==> config.mk <==
export PLATFORM = sky130hd
export DESIGN_NAME = tmc_init_sequencer
export DESIGN_NICKNAME = d
export VERILOG_FILES = /design/src/rtl/tmc_init_sequencer.sv
export SDC_FILE = /design/constraint.sdc
export NUM_CORES = 1
export LEC_CHECK = 0
export ABC_AREA = 0
export BUFFER_PORTS_ARGS = -buffer_cell sky130_fd_sc_hd__buf_2
export CORE_MARGIN = 1.5
export CORE_UTILIZATION = 46
export CTS_CLUSTER_SIZE = 30
export DETAILED_ROUTE_END_ITERATION = 12
export GPL_TIMING_DRIVEN = 1
export HOLD_SLACK_MARGIN = 0.02
export PLACE_DENSITY = 0.8
export SKIP_LAST_GASP = 1
export SYNTH_ARGS = -nofsm -noshare
export SYNTH_HDL_FRONTEND = slang
export SYNTH_SLANG_ARGS = --single-unit
==> constraint.sdc <==
create_clock -name r_state_clk -period 2.2 [get_ports r_state_clk]
set_input_delay 0.22 -clock r_state_clk [delete_from_list [all_inputs] [get_ports r_state_clk]]
set_output_delay 0.22 -clock r_state_clk [all_outputs]
set_load 0.05 [all_outputs]
==> src/rtl/tmc_init_sequencer.sv <==
// Power-up configuration sequencer for a chain of TMC2130 drivers on one SPI master.
// Walks the external register table once per chip select and checks SPI_STATUS per datagram.
module tmc_init_sequencer #(
  parameter int unsigned NUM_CH   = 2,
  parameter int unsigned NUM_REGS = 6,
  parameter int unsigned TIMEOUT  = 255,
  parameter int unsigned IDX_W    = (NUM_REGS > 1) ? $clog2(NUM_REGS) : 1,
  parameter int unsigned CH_W     = (NUM_CH > 1) ? $clog2(NUM_CH) : 1
) (
  input  logic            r_state_clk,
  input  logic            reset_n_in,
  input  logic            start_in,
  output logic [IDX_W-1:0] tbl_idx_out,
  input  logic [39:0]     tbl_data_in,
  output logic [39:0]     spi_data_out,
  output logic [CH_W-1:0] spi_cs_sel_out,
  output logic            spi_send_en_out,
  input  logic            spi_done_in,
  input  logic [39:0]     spi_data_in,
  output logic            busy_out,
  output logic            done_out,
  output logic            error_out,
  output logic [CH_W-1:0] err_ch_out,
  output logic [1:0]      err_code_out,
  output logic [7:0]      status_out
);

  localparam int unsigned TMO_W = (TIMEOUT > 1) ? $clog2(TIMEOUT + 1) : 1;
  localparam logic [IDX_W-1:0] IDX_LAST = IDX_W'(NUM_REGS - 1);
  localparam logic [CH_W-1:0]  CH_LAST  = CH_W'(NUM_CH - 1);
  localparam logic [TMO_W-1:0] TMO_MAX  = TMO_W'(TIMEOUT);

  typedef enum logic [2:0] {
    ST_IDLE,
    ST_LOAD,
    ST_SEND,
    ST_WAIT,
    ST_CHECK,
    ST_NEXT,
    ST_DONE,
    ST_ERROR
  } state_t;

  state_t           state_q, state_d;
  logic [IDX_W-1:0] idx_q, idx_d;
  logic [CH_W-1:0]  ch_q, ch_d;
  logic [TMO_W-1:0] tmo_q, tmo_d, tmo_inc;
  logic [39:0]      spi_data_q, spi_data_d;
  logic [CH_W-1:0]  cs_sel_q, cs_sel_d;
  logic             send_en_q, send_en_d;
  logic [7:0]       status_q, status_d;
  logic             done_q, done_d;
  logic             error_q, error_d;
  logic [CH_W-1:0]  err_ch_q, err_ch_d;
  logic [1:0]       err_code_q, err_code_d;

  always_ff @(posedge r_state_clk or negedge reset_n_in) begin
    if (!reset_n_in) begin
      state_q    <= ST_IDLE;
      idx_q      <= '0;
      ch_q       <= '0;
      tmo_q      <= '0;
      spi_data_q <= '0;
      cs_sel_q   <= '0;
      send_en_q  <= 1'b0;
      status_q   <= '0;
      done_q     <= 1'b0;
      error_q    <= 1'b0;
      err_ch_q   <= '0;
      err_code_q <= '0;
    end else begin
      state_q    <= state_d;
      idx_q      <= idx_d;
      ch_q       <= ch_d;
      tmo_q      <= tmo_d;
      spi_data_q <= spi_data_d;
      cs_sel_q   <= cs_sel_d;
      send_en_q  <= send_en_d;
      status_q   <= status_d;
      done_q     <= done_d;
      error_q    <= error_d;
      err_ch_q   <= err_ch_d;
      err_code_q <= err_code_d;
    end
  end

  // Flags are set on the transition into DONE/ERROR so they are visible in those states.
  always_comb begin
    state_d    = state_q;
    idx_d      = idx_q;
    ch_d       = ch_q;
    tmo_d      = tmo_q;
    spi_data_d = spi_data_q;
    cs_sel_d   = cs_sel_q;
    send_en_d  = 1'b0;
    status_d   = status_q;
    done_d     = done_q;
    error_d    = error_q;
    err_ch_d   = err_ch_q;
    err_code_d = err_code_q;
    tmo_inc    = tmo_q + 1'b1;

    unique case (state_q)
      ST_IDLE: begin
        if (start_in) begin
          idx_d      = '0;
          ch_d       = '0;
          done_d     = 1'b0;
          error_d    = 1'b0;
          err_code_d = 2'b00;
          state_d    = ST_LOAD;
        end
      end
      ST_LOAD: begin
        spi_data_d = tbl_data_in;
        cs_sel_d   = ch_q;
        send_en_d  = 1'b1;
        state_d    = ST_SEND;
      end
      ST_SEND: begin
        tmo_d   = '0;
        state_d = ST_WAIT;
      end
      ST_WAIT: begin
        // A completion in the same cycle the budget runs out still counts.
        if (spi_done_in) begin
          status_d = spi_data_in[39:32];
          state_d  = ST_CHECK;
        end else begin
          tmo_d = tmo_inc;
          if (tmo_inc == TMO_MAX) begin
            err_code_d = 2'b10;
            error_d    = 1'b1;
            err_ch_d   = ch_q;
            state_d    = ST_ERROR;
          end
        end
      end
      ST_CHECK: begin
        if (status_q[1]) begin
          err_code_d = 2'b01;
          error_d    = 1'b1;
          err_ch_d   = ch_q;
          state_d    = ST_ERROR;
        end else begin
          state_d = ST_NEXT;
        end
      end
      ST_NEXT: begin
        if (idx_q < IDX_LAST) begin
          idx_d   = idx_q + 1'b1;
          state_d = ST_LOAD;
        end else begin
          idx_d = '0;
          if (ch_q < CH_LAST) begin
            ch_d    = ch_q + 1'b1;
            state_d = ST_LOAD;
          end else begin
            done_d  = 1'b1;
            state_d = ST_DONE;
          end
        end
      end
      ST_DONE:  state_d = ST_IDLE;
      ST_ERROR: state_d = ST_IDLE;
      default:  state_d = ST_IDLE;
    endcase
  end

  assign tbl_idx_out     = idx_q;
  assign spi_data_out    = spi_data_q;
  assign spi_cs_sel_out  = cs_sel_q;
  assign spi_send_en_out = send_en_q;
  assign status_out      = status_q;
  assign done_out        = done_q;
  assign error_out       = error_q;
  assign err_ch_out      = err_ch_q;
  assign err_code_out    = err_code_q;
  assign busy_out        = (state_q == ST_LOAD) || (state_q == ST_SEND) ||
                           (state_q == ST_WAIT) || (state_q == ST_CHECK) ||
                           (state_q == ST_NEXT);

endmodule

==> run summary <==
- ranking of synthesized cells by area: sky130_fd_sc_hd__dfrtp_1, sky130_fd_sc_hd__mux2_2, sky130_fd_sc_hd__o21ai_0
- async set-or-reset flop fraction in the synthesized netlist: 100%
- count of different cell masters after synthesis: 33
- TritonCTS clock tree: done
- residual antenna-violating net count after detailed routing: 0
- largest driver fanout on the critical path: 6
- sequential area share after synthesis: 59.8%
- Die Area: 6860 um^2
- cell taking the most area after synthesis: sky130_fd_sc_hd__dfrtp_1
- share of the synthesized area in the top cell type: 59.8%
- Fill cells: 503
- synthesis-to-finish area growth: 27.8%
- Inserted Diodes: 0
- number of synthesis warnings: 0
- Hold Fails Final Rpt: 0
- startpoint class of the critical path: register
- RSZ-0062 raised after global routing: no
- maximum clock frequency: 527 MHz
- Final min period: 1.90 ns
- total via count in the routed design: 2133
- worst hold-check slack: 0.123 ns
- number of gates resized after CTS: 0
- filler-free cell count of the finished design: 424
- final slew viol count: 0
- count of placed standard cells including taps: 407
- Slew HR: 65.4%
- core region area: 6030 um^2
- transition time at the pin with the least slew margin: 0.519 ns
- number of flops mapped to enable cells by yosys: 0
- number of antenna violations at the first check in global routing: 0
- per-instance average area after synthesis: 12.9 um^2
- Die W: 82.8 um
- hold-fix buffers at CTS: 1
- clock slew at the register clock pins of the worst setup and hold paths: 0.07 ns
- first-pass detailed-route iteration total: 4
- critical path endpoint category: register
- Post-route DRC: 0
- CTS Root Cell: sky130_fd_sc_hd__clkbuf_8
- global-route wire length before repair: 9.72 mm
- I/O pin total: 143
- critical setup path kind: register to register
- worst path required time: 2.41 ns
- number of instances in the synthesized netlist: 228
- via/cell ratio: 5.03
- number of levels in the clock H-tree: 3
- Leakage: 1.83 nW
- clock buffer depth: 2
- ratio of total power to cell area: 1810 nW/um^2
- Final nets: 431
- die boundary height: 82.8 um
- primary flip-flop cell chosen by synthesis mapping: sky130_fd_sc_hd__dfrtp_1
- post-detailed-route wirelength per cell: 13.2 um
- final setup fails: 0
- launching point of the worst reg2reg path: tmo_q[0]
- crit path from: tmo_q[0]
- data arrival time of the critical path: 2.11 ns
- crit share post-route: 86.3%
- overflow left after global routing: 0
- placer congestion estimate: 0.744
- number of global-route vias before repair: 2100
- max-cap violation count: 0
- most numerous cell types in the synthesized netlist: sky130_fd_sc_hd__dfrtp_1, sky130_fd_sc_hd__mux2_2, sky130_fd_sc_hd__nand2_1
- most instantiated library cell after synthesis: sky130_fd_sc_hd__dfrtp_1
- cts bufs inserted: 9
- Hold Crit Depth: 2
- number of input and output port buffers inserted: 110
- Post-CTS Setup Bufs: 0
- share of layout cells above drive strength 1: 52.4%
- total number of placement rows: 28
- effective utilization at floorplan: 48.6%
- clk_lat worst skew: 0.32 ns
- flop and latch count out of synthesis: 70
- final core occ: 62.1%
- combined global-route utilization of all metal layers: 17.4%
- cell area after synthesis: 2930 um^2
- DRT iter0 DRCs: 64
- Hold Crit Start: tbl_data_in[3]
- class of the most critical hold timing path: primary input to register
- maximum number of pins on one net before global-route repair: 42
- outcome: finished, final reports clean
- worst clock skew on the final layout: 0.00813 ns
- net count after synthesis: 315
- count of cells along the worst register-to-register path: 6
- final sum of negative setup slack: 0 ns
- final wirelength: 5.59 mm
- TritonCTS Sinks: 70
- maximum resistive drop on vdd: 0.954 mV
- HPWL after detailed placement: 4.14 mm
-- logic make-up (layout without fill, tap and decap cells) --
group | Yosys count | after routing | share of synthesized area, %
compound gates | 36 | 36 | 7.73
fa+ha+maj | 3 | 3 | 1.28
xor+xnor | 3 | 3 | 0.897
simple gates | 54 | 54 | 9.14
flops | 70 | 70 | 59.8
mux | 50 | 50 | 19.3
buf+inv | 12 | 133 | 1.84
-- per-layer routing --
layer  share of wire, %  track usage, %  up-vias  routed length [um]
met3                5.1            3.88        8                 286
met2                 48            27.6       72                2710
li1                   -               -     1036                   -
met4                1.8            8.03        0                  98
met1                 45            22.8     1017                2500
met5                  0               0        -                   0
-- cell usage in the layout, fill, tap and decap left out, drive strengths merged, types with 3 or more instances in the layout --
cell,instances
clkbuf,12
dfrtp,70
o21ai,17
nand2b,3
nand2,20
o31ai,6
nand3,6
inv,3
nor2b,4
a21oi,5
buf,113
nor3,3
nand3b,3
nor2,12
ha,3
clkinv,3
mux2,50
-- flip-flops by register name, indices dropped and copies added, names as in the netlist --
register / count
ch_q: 1
done_out: 1
err_ch_out: 1
err_code_out: 2
error_out: 1
spi_cs_sel_out: 1
spi_data_out: 40
spi_send_en_out: 1
state_q: 3
status_out: 8
tbl_idx_out: 3
tmo_q: 8
-- layout make-up --
| class | count | area, um^2 | area share [%] |
|---|---|---|---|
| clock buffers | 12 | 145 | 3.88 |
| clock inverters | 4 | 22.5 | 0.601 |
| inverters | 3 | 11.3 | 0.301 |
| multi-input cells | 146 | 1120 | 30.0 |
| flip-flops and latches | 70 | 1750 | 46.8 |
| well taps | 75 | 93.8 | 2.51 |
| repair buffers | 114 | 596 | 15.9 |
-- through the flow --
stage          power [mW]  area [um^2]  setup WS [ns]
6_report             6.78         3740          0.302
2_1_floorplan        5.13         2930          0.395
4_1_cts              6.86         3740          0.287
5_1_grt              7.17         3740          0.136
3_3_place_gp         5.88         3570          0.327
3_5_place_dp         5.97         3570          0.304
-- final timing paths --
kind / to / slack (ns)
max: err_ch_out / 0.30
min in group asynchronous: tmo_q[4] / 0.40
max in group asynchronous: spi_data_out[28] / 1.07
min: spi_data_out[3] / 0.12
max reg2reg: err_ch_out / 0.30
min reg2reg: spi_data_out[1] / 0.50
-- critical path, cell delays in order, from the launching register on --
cell and delay [ns]:
sky130_fd_sc_hd__dfrtp_1 0.42, sky130_fd_sc_hd__ha_1 0.28, sky130_fd_sc_hd__nand3_2 0.13, sky130_fd_sc_hd__nor3_2 0.22
sky130_fd_sc_hd__o211ai_2 0.16, sky130_fd_sc_hd__o31ai_2 0.26, sky130_fd_sc_hd__mux2_4 0.32
-- power breakdown --
part / switching [mW] / internal (mW) / leakage (nW) / total [mW]
logic: 2.59 / 1.12 / 0.875 / 3.70
clock network: 0.438 / 0.435 / 0.0861 / 0.873
registers: 0.360 / 1.85 / 0.864 / 2.21
total: 3.39 / 3.40 / 1.83 / 6.78
Power figures use the tool's default switching activity.
